`config.mk`:
```
export PLATFORM = sky130hd
export DESIGN_NAME = io_window_decoder
export DESIGN_NICKNAME = d
export VERILOG_FILES = /design/src/rtl/io_window_decoder.sv
export SDC_FILE = /design/constraint.sdc
export NUM_CORES = 1
export LEC_CHECK = 0
export BUFFER_PORTS_ARGS = -buffer_cell sky130_fd_sc_hd__buf_2
export CORE_MARGIN = 2
export CORE_UTILIZATION = 64
export DETAILED_ROUTE_END_ITERATION = 16
export PLACE_DENSITY_LB_ADDON = 0.3
export SLEW_MARGIN = 30
export SYNTH_ARGS = -nofsm -noshare
export SYNTH_HDL_FRONTEND = slang
export SYNTH_SLANG_ARGS = --single-unit
```
`constraint.sdc`:
```
create_clock -name clk -period 7.9 [get_ports clk]
set_input_delay 1.185 -clock clk [delete_from_list [all_inputs] [get_ports clk]]
set_output_delay 1.185 -clock clk [all_outputs]
set_load 0.01 [all_outputs]
```
`src/rtl/io_window_decoder.sv`:
```
// I/O cycle decoder: NUM_WIN base/mask windows with per-window wait states, routed to slot chip selects.
// Optional feature macro IO_TIMEOUT_EN adds a STRETCH timeout that releases READY and pulses bus_err.

module io_window_regs #(
    parameter int ADDR_W    = 8,
    parameter int NUM_WIN   = 4,
    parameter int NUM_SLOTS = 5,
    parameter int WS_W      = 4,
    parameter int WIN_W     = 2
) (
    input  logic                             clk,
    input  logic                             rst_n,
    input  logic                             cfg_we,
    input  logic [WIN_W+2:0]                 cfg_addr,
    input  logic [ADDR_W-1:0]                cfg_wdata,
    output logic [NUM_WIN-1:0][ADDR_W-1:0]   base,
    output logic [NUM_WIN-1:0][ADDR_W-1:0]   mask,
    output logic [NUM_WIN-1:0][2:0]          slot,
    output logic [NUM_WIN-1:0][1:0]          op,
    output logic [NUM_WIN-1:0][WS_W-1:0]     ws
);
    logic [2:0]       field;
    logic [WIN_W-1:0] win;

    assign field = cfg_addr[WIN_W+2:WIN_W];
    assign win   = cfg_addr[WIN_W-1:0];

    always_ff @(posedge clk) begin
        if (!rst_n) begin
            base <= '0;
            mask <= '1;
            slot <= '0;
            op   <= '0;
            ws   <= '0;
        end else if (cfg_we) begin
            case (field)
                3'd0: base[win] <= cfg_wdata;
                3'd1: mask[win] <= cfg_wdata;
                // slot numbers beyond the populated slots are dropped
                3'd2: if ({1'b0, cfg_wdata[2:0]} < 4'(NUM_SLOTS)) slot[win] <= cfg_wdata[2:0];
                3'd3: op[win] <= cfg_wdata[1:0];
                3'd4: ws[win] <= cfg_wdata[WS_W-1:0];
                default: ;
            endcase
        end
    end
endmodule

// state     | meaning
// S_IDLE    | no cycle; capture decode when iorq_n falls
// S_WAIT    | fixed wait states, ready_n held low, cnt counts down
// S_STRETCH | ready_n follows the selected slot's dev_ready_n
// S_HOLD    | ready released; hold frozen decode until iorq_n rises
module io_window_decoder #(
    parameter int ADDR_W    = 8,
    parameter int NUM_WIN   = 4,
    parameter int NUM_SLOTS = 5,
    parameter int WS_W      = 4,
    parameter int TO_CYC    = 255
) (
    input  logic                        clk,
    input  logic                        rst_n,
    input  logic [ADDR_W-1:0]           addr,
    input  logic                        iorq_n,
    input  logic                        r_w_,
    input  logic [NUM_SLOTS-1:0]        dev_ready_n,
    input  logic                        cfg_we,
    input  logic [$clog2(NUM_WIN)+2:0]  cfg_addr,
    input  logic [ADDR_W-1:0]           cfg_wdata,
    output logic                        ready_n,
    output logic                        data_oe_n,
    output logic                        data_dir,
    output logic                        ff_oe_n,
    output logic                        win_valid,
    output logic [$clog2(NUM_WIN)-1:0]  win_index,
    output logic [2:0]                  sel_slot,
    output logic [NUM_SLOTS-1:0]        cs_n,
    output logic                        bus_err
);
    localparam int WIN_W = $clog2(NUM_WIN);

    if (NUM_WIN < 2 || NUM_WIN > 16 || NUM_SLOTS < 2 || NUM_SLOTS > 8 || TO_CYC < 1) begin : g_param_check
        $error("io_window_decoder: parameter out of range");
    end

    typedef enum logic [1:0] {S_IDLE, S_WAIT, S_STRETCH, S_HOLD} state_t;

    state_t                           state_q, state_d;
    logic [NUM_WIN-1:0][ADDR_W-1:0]   base, mask;
    logic [NUM_WIN-1:0][2:0]          slot;
    logic [NUM_WIN-1:0][1:0]          op;
    logic [NUM_WIN-1:0][WS_W-1:0]     ws;

    logic             hit;
    logic [WIN_W-1:0] hit_idx;
    logic [2:0]       hit_slot;
    logic [WS_W-1:0]  hit_ws;
    logic             cap_en;
    logic             cap_valid_q, cap_rw_q;
    logic [WIN_W-1:0] cap_idx_q;
    logic [2:0]       cap_slot_q;
    logic [WS_W-1:0]  cnt_q, cnt_d;
    logic             slot_ready_n;
    logic             to_expire, timed_out;

    io_window_regs #(
        .ADDR_W(ADDR_W), .NUM_WIN(NUM_WIN), .NUM_SLOTS(NUM_SLOTS), .WS_W(WS_W), .WIN_W(WIN_W)
    ) u_regs (
        .clk(clk), .rst_n(rst_n), .cfg_we(cfg_we), .cfg_addr(cfg_addr), .cfg_wdata(cfg_wdata),
        .base(base), .mask(mask), .slot(slot), .op(op), .ws(ws)
    );

    // descending scan so the lowest matching window is the one left standing
    always_comb begin
        hit     = 1'b0;
        hit_idx = '0;
        for (int i = NUM_WIN - 1; i >= 0; i--) begin
            if ((((addr ^ base[i]) & mask[i]) == '0) && (r_w_ ? op[i][0] : op[i][1])) begin
                hit     = 1'b1;
                hit_idx = WIN_W'(i);
            end
        end
    end

    assign hit_slot = hit ? slot[hit_idx] : 3'd0;
    assign hit_ws   = ws[hit_idx];

    always_comb begin
        slot_ready_n = 1'b1;
        for (int s = 0; s < NUM_SLOTS; s++) begin
            if (cap_slot_q == 3'(s)) slot_ready_n = dev_ready_n[s];
        end
    end

    always_ff @(posedge clk) begin
        if (!rst_n) begin
            state_q     <= S_IDLE;
            cnt_q       <= '0;
            cap_valid_q <= 1'b0;
            cap_rw_q    <= 1'b0;
            cap_idx_q   <= '0;
            cap_slot_q  <= '0;
        end else begin
            state_q <= state_d;
            cnt_q   <= cnt_d;
            if (cap_en) begin
                cap_valid_q <= hit;
                cap_rw_q    <= r_w_;
                cap_idx_q   <= hit_idx;
                cap_slot_q  <= hit_slot;
            end
        end
    end

    always_comb begin
        state_d = state_q;
        cnt_d   = cnt_q;
        cap_en  = 1'b0;
        case (state_q)
            S_IDLE: begin
                if (!iorq_n) begin
                    cap_en = 1'b1;
                    if (!hit) begin
                        state_d = S_HOLD;
                    end else if (hit_ws != '0) begin
                        state_d = S_WAIT;
                        cnt_d   = hit_ws;
                    end else begin
                        state_d = S_STRETCH;
                    end
                end
            end
            S_WAIT: begin
                if (iorq_n)                     state_d = S_IDLE;
                else if (cnt_q == WS_W'(1))     state_d = S_STRETCH;
                else                            cnt_d   = cnt_q - WS_W'(1);
            end
            S_STRETCH: begin
                if (iorq_n)                         state_d = S_IDLE;
                else if (slot_ready_n || to_expire) state_d = S_HOLD;
            end
            S_HOLD: begin
                if (iorq_n) state_d = S_IDLE;
            end
            default: state_d = S_IDLE;
        endcase
    end

`ifdef IO_TIMEOUT_EN
    localparam int TO_W = $clog2(TO_CYC + 1);

    logic [TO_W-1:0] to_cnt_q;
    logic            timed_out_q;

    assign to_expire = (state_q == S_STRETCH) && !iorq_n && !slot_ready_n && (to_cnt_q == TO_W'(1));
    assign timed_out = timed_out_q;

    always_ff @(posedge clk) begin
        if (!rst_n) begin
            to_cnt_q    <= '0;
            timed_out_q <= 1'b0;
        end else begin
            if (state_d != S_STRETCH)      to_cnt_q <= '0;
            else if (state_q != S_STRETCH) to_cnt_q <= TO_W'(TO_CYC);
            else                           to_cnt_q <= to_cnt_q - TO_W'(1);
            if (cap_en)         timed_out_q <= 1'b0;
            else if (to_expire) timed_out_q <= 1'b1;
        end
    end
`else
    assign to_expire = 1'b0;
    assign timed_out = 1'b0;
`endif

    assign bus_err = to_expire;

    always_comb begin
        cs_n      = '1;
        ready_n   = 1'b1;
        data_oe_n = 1'b1;
        data_dir  = 1'b0;
        ff_oe_n   = 1'b1;
        win_valid = 1'b0;
        win_index = '0;
        sel_slot  = '0;
        if (state_q != S_IDLE) begin
            win_valid = cap_valid_q;
            win_index = cap_idx_q;
            sel_slot  = cap_slot_q;
            data_dir  = cap_rw_q;
            if (cap_valid_q && !timed_out) begin
                data_oe_n = 1'b0;
                for (int s = 0; s < NUM_SLOTS; s++) cs_n[s] = (cap_slot_q != 3'(s));
            end else begin
                // unclaimed or abandoned read: the CPU sees 0xFF
                ff_oe_n = !cap_rw_q;
            end
            if (state_q == S_WAIT)         ready_n = 1'b0;
            else if (state_q == S_STRETCH) ready_n = slot_ready_n;
        end
    end
endmodule

```
# --- Yosys cells after proc, flatten, opt, wreduce, memory -nomap -nowiden ---
# Index checks and enable logic that the tools add are counted.
word_totals:
  out_inout_bits: 16
  ff_bits: 113
  elab_cells: 152
op_classes:
  bitwise: 8
  n_mux: 65
  n_eq_ne: 24
  n_reduce_logical: 24
  order_cmp: 4
  n_addsub: 1
ops:
  columns: ["cell", "n"]
  rows:
  - ["32-bit bitwise mux", 2]
  - ["8-bit AND", 4]
  - ["8-bit logical NOT", 4]
  - ["8-bit XOR", 4]
  - ["2-bit 2-to-1 mux", 14]
  - ["4-bit 2-to-1 mux", 7]
  - ["1-bit 2-to-1 mux", 24]
  - ["16-bit bitwise mux", 1]
  - ["8-bit demux with 2-bit select", 1]
  - ["12-bit bitwise mux", 1]
  - ["3-bit by 2-bit == test with 1-bit output, second input constant", 4]
  - ["3-bit 2-to-1 mux", 4]
  - ["2-bit != test, second input constant", 6]
  - ["5-bit 2-to-1 mux", 2]
  - ["3-bit != test, second input constant", 3]
  - ["4-bit binary-select mux with 2-bit select", 1]
  - ["8-bit bitwise mux", 1]
  - ["4-bit demux with 2-bit select", 1]
  - ["8-bit 2-to-1 mux", 1]
  - ["2-bit one-hot mux with 4 select lines", 1]
  - ["4-bit one-hot mux with 2 select lines", 1]
  - ["2-bit AND reduction", 4]
  - ["3-bit binary-select mux with 2-bit select", 1]
  - ["3-bit demux with 2-bit select", 1]
  - ["other kinds (22)", 33]

# --- Logic depth before layout (Yosys ltp) ---
# Gate-level depths: netlist of the first run.
depth:
  depth_word: 15
  ltp_mapped: 11
  depth_no_buf: 10

# --- Cells and area by module ---
# From an unflattened synthesis of the first run, not the netlist that was laid out.
hier_totals:
  cells_unflattened: 659
  area_unflattened_um2: 5723.0
modules_own_cells:
  columns: ["mod", "cells_each", "area_per_inst_um2", "instances"]
  rows:
  - ["io_window_regs", 456, 4092.7, 1]
  - ["io_window_decoder", 203, 1630.3, 1]

# --- Worst setup path before layout of the first run ---
# No wires, ideal clock.
synth_path:
  path_kind: "input to register"
  startpoint: "input port r_w_"
  endpoint: "register cnt_q[2]"
  slack_ns: 4.397
  arrival_time_ns: 3.443
  stages: 10
  setup_ns: 0.059
  path_buffers: 2
  path_cell_list: "buf_2 -> a221o_1 -> or3_1 -> a21oi_2 -> buf_6 -> mux2i_1 -> mux2_4 -> a41o_4 -> a211oi_2 -> a32o_2"
synth_between:
  elab_chain_cells: 12
  word_cells_on_any_way: 26
synth_rtl:
  columns: ["item", "line_no", "rtl"]
  rows:
  - ["start, declared", "65", "input logic r_w_,"]
  - ["1-bit 2-to-1 mux", "118", "if ((((addr ^ base[i]) & mask[i]) == '0) && (r_w_ ? op[i][0] : op[i][1])) begin"]
  - ["1-bit logical AND", "118", null]
  - ["2-bit 2-to-1 mux (4 in a row)", "118", null]
  - ["4-bit binary-select mux with 2-bit select", "126", "assign hit_ws = ws[hit_idx];"]
  - ["4-bit 2-to-1 mux (implied by the code)", "126", null]
  - ["4-bit 2-to-1 mux", "165", "end else if (hit_ws != '0) begin"]
  - ["4-bit 2-to-1 mux", "163", "if (!hit) begin"]
  - ["4-bit 2-to-1 mux", "161", "if (!iorq_n) begin"]
  - ["4-bit one-hot mux with 2 select lines", "159", "case (state_q)"]
  - ["end signal, assigned", "145", "cnt_q <= cnt_d;"]
  - ["end, declared", "102", "logic [WS_W-1:0] cnt_q, cnt_d;"]
# Parallel ways exist; a longest one is shown, timed or not. The select of a mux whose other input is x is not followed.
# A chain may end at the register's enable or synchronous reset.

# --- Worst setup path in the final report of the first run ---
layout_path:
  startpoint: "input port addr[4]"
  endpoint: "register cnt_q[1]"
layout_between:
  elab_chain_cells: 14
  word_cells_on_any_way: 34
layout_rtl:
  columns: ["item", "line_no", "rtl"]
  rows:
  - ["start, declared", "63", "input logic [ADDR_W-1:0] addr,"]
  - ["8-bit XOR", "118", null]
  - ["8-bit AND", "118", null]
  - ["8-bit logical NOT", "118", null]
  - ["1-bit logical AND", "118", null]
  - ["2-bit 2-to-1 mux (4 in a row)", "118", null]
  - ["4-bit binary-select mux with 2-bit select", "126", null]
  - ["4-bit 2-to-1 mux (implied by the code)", "126", null]
  - ["4-bit 2-to-1 mux", "165", null]
  - ["4-bit 2-to-1 mux", "163", null]
  - ["4-bit 2-to-1 mux", "161", null]
  - ["4-bit one-hot mux with 2 select lines", "159", null]
# Parallel ways exist; a longest one is shown, timed or not. The select of a mux whose other input is x is not followed.

==> flow_summary.yaml, run 1 <==
logic_synthesis:
  ys_seq_elements: 113
  ys_types: 49
  synth_area_um2: 5240
  synth_edf_count: 0
  synth-async-reset-ratio_pct: 0
  ys_seq_area_share_pct: 43.1
  syn_avg_cell_area_um2: 8.32
  synth_area_leaders: "dfxtp_1 43%, mux2i_1 8.8%, nand2_1 8.7%"
  postSynthCellCount: 630
  yosysTopAreaCell: "dfxtp_1"
  syn_nets: 663
  synth_warnings: 0
  synthFlopType: "dfxtp_1"
  synth_top_cell_area_share_pct: 43.1
power:
  leakage_nw: 2.60
  vdd_drop_max_uv: 167
  total_power_mw: 1.42
  power.density_nw_per_um2: 234
critical_path:
  cp-start-kind: "input port"
  arrival_ps: 4120
  required_ps: 8260
  end_kind: "register"
  critPathKind: "input port to register"
  critPathMaxFanout: 12
sta:
  final_hold_viol_count: 0
  worstMarginPinSlew_ps: 896
  finalSetupTns_ps: 0
  clock.fmax_ghz: 0.266
  setup_viol: 0
  maxSlewHeadroom_pct: 40.1
  finClkSkew_ps: 8.76
  fin_crit_sh_pct: 47.6
  holdWs_ps: 462
  finalMaxSlewViolations: 0
  finalCriticalPeriod_ps: 3760
  grt_setup_unrepaired: "no"
detailed_routing:
  routed_via_density: 6.11
  drt-total-wl_um: 13800
  drcViolationCount: 0
  firstDrtPassIters: 5
  wire_per_inst_um: 17.8
  num_vias: 4739
  ant_nets: 0
  drtIter0Drc: 409
clock_network:
  clock-sinks: 113
  htreeDepth: 4
  postCtsSetupRepairBufs: 0
  cts_root_buffer: "clkbuf_8"
  path_clk_slew_ps: 50
  clk_latency_ps: 520
  cts_resized: 0
  cts_tree: "done"
  cts_buffers: 17
  cts_max_path_buffers: 2
  cts_hold_buf: 0
cells_and_area:
  antenna_cells: 0
  drive_gt1_share_pct: 14.3
  area_growth_pct: 15.6
  final_nets: 692
  fin_util_pct: 74.9
floorplanning:
  fp.dieH_um: 94.5
  die_x_um: 94.5
  initial_core_util_pct: 64.8
  pin_count: 47
  die_area_um2: 8930
  core_area_um2: 8090
  rows: 33
placed_design:
  gp_congestion: 0.869
  dp_hpwl_um: 9030
  portBuffers: 45
hold_path:
  min_path_type: "register to register"
grt:
  antenna_found_initial: 0
  grt_pass1_vias: 4557
  grt_overflow: 0
  grtUsageTotal_pct: 32.1
  grt_pass1_wl_um: 21700
  grt_max_degree: 80
job:
  drv_cap: 0
status:
  status: "completed"
-- kinds of logic (layout without fill, tap and decap cells) --
kind of cell | Yosys count | after routing | synth area share, %
DFF | 113 | 113 | 43.1
xor gates and xnor gates | 32 | 32 | 5.34
muxes | 54 | 54 | 11.6
adders and majority gates | 2 | 2 | 0.477
and+or+nand+nor | 290 | 290 | 24.2
other | 1 | 1 | 0.0715
buffers and inverters | 46 | 87 | 3.53
AOI/OAI and AO/OA | 92 | 92 | 11.5
-- where the power goes --
| group | switching [mW] | internal [mW] | total (mW) |
|---|---|---|---|
| Combinational | 0.0627 | 0.0294 | 0.0921 |
| Clock | 0.266 | 0.478 | 0.745 |
| Sequential | 0.00577 | 0.577 | 0.583 |
| Total | 0.335 | 1.09 | 1.42 |
-- routing by layer --
metal	global-route usage (%)	routed length, µm	share of wire, %
met2	57.2	6950	50
met4	16.4	501	3.6
met5	0	0	0
met3	7.90	933	6.7
met1	35.4	5440	39
-- through the flow --
step                setup slack, ps  cells  cell area (µm²)
finish                         4140    776             6060
global route                   4010    776             6060
CTS                            4170    776             6060
detailed placement             3710    745             5480
global placement               3870    745             5480
floorplan                      4400    630             5240
-- cells in the final DEF (no fill, tap or decap), types with 4 or more instances in the layout --
cell type	Yosys	layout
a21oi_1	43	43
a22oi_1	12	12
and2_1	6	6
buf_2	1	45
buf_4	1	5
clkbuf_16	0	16
clkinv_4	0	4
dfxtp_1	113	113
inv_1	5	5
mux2i_1	46	46
nand2_1	122	122
nand2b_1	4	4
nand3_1	70	70
nand3b_1	4	4
nor2_1	60	60
nor2b_1	7	7
nor3_1	5	4
o21ai_0	14	14
xor2_1	32	32
-- flip-flops by register name, indices dropped and copies added (netlist names) --
name,count
cnt_q,4
cap_idx_q,2
u_regs.mask,32
cap_valid_q,1
u_regs.ws,16
cap_rw_q,1
u_regs.op,8
u_regs.base,32
cap_slot_q,3
u_regs.slot,12
state_q,2
-- worst max-delay path, stage by stage --
cell	delay, ps
buf_2	130
xor2_1	150
a222oi_1	390
and3_1	240
o211ai_1	120
a21oi_2	660
mux2i_1	190
mux2_2	350
a41o_4	310
a211oi_1	300
a211oi_1	80
-- final cells by class --
type / count / area, µm²
inverter: 6 / 22.5
multi-input combinational: 471 / 2800
sequential: 113 / 2260
clock inverter: 13 / 164
tap: 105 / 131
timing repair buffer: 50 / 263
clock buffer: 18 / 418
fill: 590 / 2030
-- path summary, 6_finish.rpt --
kind	end	from	depth (start not counted)	slack [ps]
min reg2reg	u_regs.ws[4]	u_regs.ws[4]	2	460
max	cnt_q[1]	addr[4]	11	4140
min	u_regs.ws[4]	u_regs.ws[4]	2	460
max reg2reg	cnt_q[1]	u_regs.base[28]	10	4610
-- synthesized netlist by cell type, types with 6 or more instances --
master / number
and2_1: 6
dfxtp_1: 113
a21oi_1: 43
o21ai_0: 14
buf_1: 6
nand2_1: 122
nor2_1: 60
mux2i_1: 46
xor2_1: 32
nor2b_1: 7
a22oi_1: 12
nand3_1: 70
clkbuf_1: 31
(Power assumes the default switching activity.)
==> run 2: changes to the inputs <==
--- a/config.mk
+++ b/config.mk
@@ -5,9 +5,10 @@
 export SDC_FILE = /design/constraint.sdc
 export NUM_CORES = 1
 export LEC_CHECK = 0
+export ABC_AREA = 1
 export BUFFER_PORTS_ARGS = -buffer_cell sky130_fd_sc_hd__buf_2
 export CORE_MARGIN = 2
-export CORE_UTILIZATION = 64
+export CORE_UTILIZATION = 54
 export DETAILED_ROUTE_END_ITERATION = 16
 export PLACE_DENSITY_LB_ADDON = 0.3
 export SLEW_MARGIN = 30
==> constraint.sdc (replaced) <==
create_clock -name clk -period 3.35 [get_ports clk]
set_input_delay 0.5025 -clock clk [delete_from_list [all_inputs] [get_ports clk]]
set_output_delay 0.5025 -clock clk [all_outputs]
set_load 0.01 [all_outputs]
==> flow_summary.yaml, run 2 <==
status:
  status: "completed"
logic_synthesis:
  synth_warnings: 0
  ys_seq_area_share_pct: 41.7
  synth_top_cell_area_share_pct: 41.7
  yosysTopAreaCell: "dfxtp_1"
  syn_nets: 833
  ys_types: 34
  synth_area_um2: 5430
  synth-async-reset-ratio_pct: 0
  synthFlopType: "dfxtp_1"
  syn_avg_cell_area_um2: 6.79
  synth_edf_count: 0
  postSynthCellCount: 800
  synth_area_leaders: "dfxtp_1 42%, nand2_1 14%, a21oi_1 8.0%"
  synth_most_common_cell: "nand2_1"
  ys_seq_elements: 113
  synth_commonest_cells: "205 x nand2_1, 113 x dfxtp_1, 87 x a21oi_1, 87 x nand3_1, 86 x inv_1"
clock_network:
  htreeDepth: 4
  cts_tree: "done"
  postCtsSetupRepairBufs: 0
  cts_root_buffer: "clkbuf_8"
  cts_hold_buf: 0
  clk_latency_ps: 530
  path_clk_slew_ps: 60
  clock-sinks: 113
  cts_resized: 0
  cts_buffers: 17
  cts_max_path_buffers: 2
sta:
  final_hold_viol_count: 0
  grt_setup_unrepaired: "no"
  clock.fmax_ghz: 0.400
  fin_crit_sh_pct: 74.6
  finalSetupTns_ps: 0
  finalCriticalPeriod_ps: 2500
  finalMaxSlewViolations: 0
  maxSlewHeadroom_pct: 44.9
  finClkSkew_ps: 8.23
  setup_viol: 0
  holdWs_ps: 289
  worstMarginPinSlew_ps: 826
critical_path:
  crit_slowest_cell: "nand4_1"
  path_cells: "inv_1, nand2_1, nand3_1, nand2_1, nor2_1, nand4_1, nand2_8, nand2_1, nand3_1, nand2_2, nor2_4, nand3_4, nand3_4, nand2_1, nand2_1, nor2_2"
  cp-start-kind: "register"
  worstReg2RegStart: "u_regs.base[1]"
  r2r_end: "cnt_q[3]"
  slowest_delay_ps: 510
  rr_worst_depth: 16
  critPathTopFamily: "simple AND/OR/NAND/NOR gates"
  end_kind: "register"
  crit_buf_inv: 1
  critPathMaxFanout: 19
  critPathKind: "register to register"
  r2r_slack_ps: 850
  cp_common_cell: "nand2_1"
  required_ps: 3770
  arrival_ps: 2920
cells_and_area:
  top_regs: "u_regs.base (32), u_regs.mask (32), u_regs.ws (16)"
  nFillCells: 847
  final_common_cell: "nand2_1"
  final_nets: 874
  antenna_cells: 0
  multi_input_area_um2: 2660
  area_growth_pct: 17.0
  layout_common_cells: "205 x nand2_1, 113 x dfxtp_1, 87 x nand3_1, 87 x a21oi_1, 86 x inv_1"
  regArea_um2: 2260
  drive_gt1_share_pct: 14.4
grt:
  grtUsageTotal_pct: 28.0
  antenna_found_initial: 0
  grt_pass1_wl_um: 24100
  grt_pass1_vias: 5102
  grt_overflow: 0
  grt_max_degree: 91
power:
  p_sw_mw: 1.04
  pwr-share-comb_pct: 14.6
  pwr-share-seq_pct: 37.3
  leakage_nw: 2.76
  p_int_mw: 2.81
  clockPowerShare_pct: 48.1
  vdd_drop_max_uv: 445
  power.density_nw_per_um2: 606
  swShare_pct: 26.9
  total_power_mw: 3.85
detailed_routing:
  firstDrtPassIters: 7
  drtIter0Drc: 430
  drt-total-wl_um: 15000
  ant_nets: 0
  wire_per_inst_um: 15.2
  routed_via_density: 5.57
  drcViolationCount: 0
  num_vias: 5495
hold_path:
  hold_depth: 3
  worstHoldStart: "cfg_wdata[7]"
  min_path_type: "input port to register"
  hold_end: "u_regs.mask[7]"
job:
  drv_cap: 0
placed_design:
  dp_hpwl_um: 10200
  portBuffers: 45
  gp_congestion: 0.857
floorplanning:
  core_area_um2: 9770
  die_x_um: 104
  rows: 36
  pin_count: 47
  initial_core_util_pct: 55.5
  die_area_um2: 10900
  fp.dieH_um: 104
==> run 2: area by class of cell <==
cell class              instances  share of cell area (%)
flip-flops and latches        113                    35.6
well taps                     133                    2.62
repair buffers                 52                    4.37
clock inverters                 9                    2.01
inverters                      99                    5.85
multi-input cells             558                    41.9
clock buffers                  23                    7.66
==> run 2: power by group through the flow <==
stage | logic (mW) | clock network [mW] | registers (mW)
floorplan | 0.414 | 0 | 1.45
global placement | 0.533 | 0 | 1.46
detailed placement | 0.551 | 0 | 1.46
CTS | 0.555 | 1.86 | 1.43
global route | 0.627 | 1.91 | 1.44
finish | 0.561 | 1.85 | 1.43
==> run 2: tightest hold or removal path, delay by kind of cell <==
| family | cells | cell delay [ps] |
|---|---|---|
| AND/OR/NAND/NOR | 2 | 130 |
| buffers and inverters | 1 | 160 |
==> run 2: how the worst max path moves through the flow <==
| stage | to | depth (start not counted) | slack (ps) | startpoint |
|---|---|---|---|---|
| final | cnt_q[3] | 16 | 850 | u_regs.base[1] |
| after global routing | cnt_q[0] | 16 | 600 | u_regs.base[7] |
| after CTS | cnt_q[3] | 16 | 860 | u_regs.base[1] |
| after detailed placement | cnt_q[3] | 17 | 510 | addr[2] |
| after global placement | cnt_q[3] | 17 | 650 | addr[1] |
| after floorplan | cnt_q[0] | 17 | 1310 | r_w_ |
==> run 2: through the flow <==
step	worst slack [ps]	utilization, %	area, µm²	cells
finish	852	65.0	6350	987
global route	597	65.0	6350	987
CTS	860	65.0	6350	987
detailed placement	512	58.7	5740	955
global placement	655	58.7	5740	955
floorplan	1310	-	5430	800
==> run 2: layer usage <==
layer,share of wire (%),GRT usage (%),up-vias
met4,2.0,11.3,0
met5,0,0,-
met2,47,46.4,207
met3,8.1,6.83,35
met1,43,35.0,2568
li1,-,-,2685
==> run 2: cells by family after synthesis <==
| family | Yosys count | share of synthesized area [%] |
|---|---|---|
| AO/OA/AOI/OAI | 172 | 16.6 |
| XOR/XNOR | 3 | 0.484 |
| adder cells (fa/ha/maj) | 2 | 0.461 |
| buffers and inverters | 129 | 9.43 |
| flip-flops | 113 | 41.7 |
| other | 1 | 0.0691 |
| AND/OR/NAND/NOR | 380 | 31.3 |
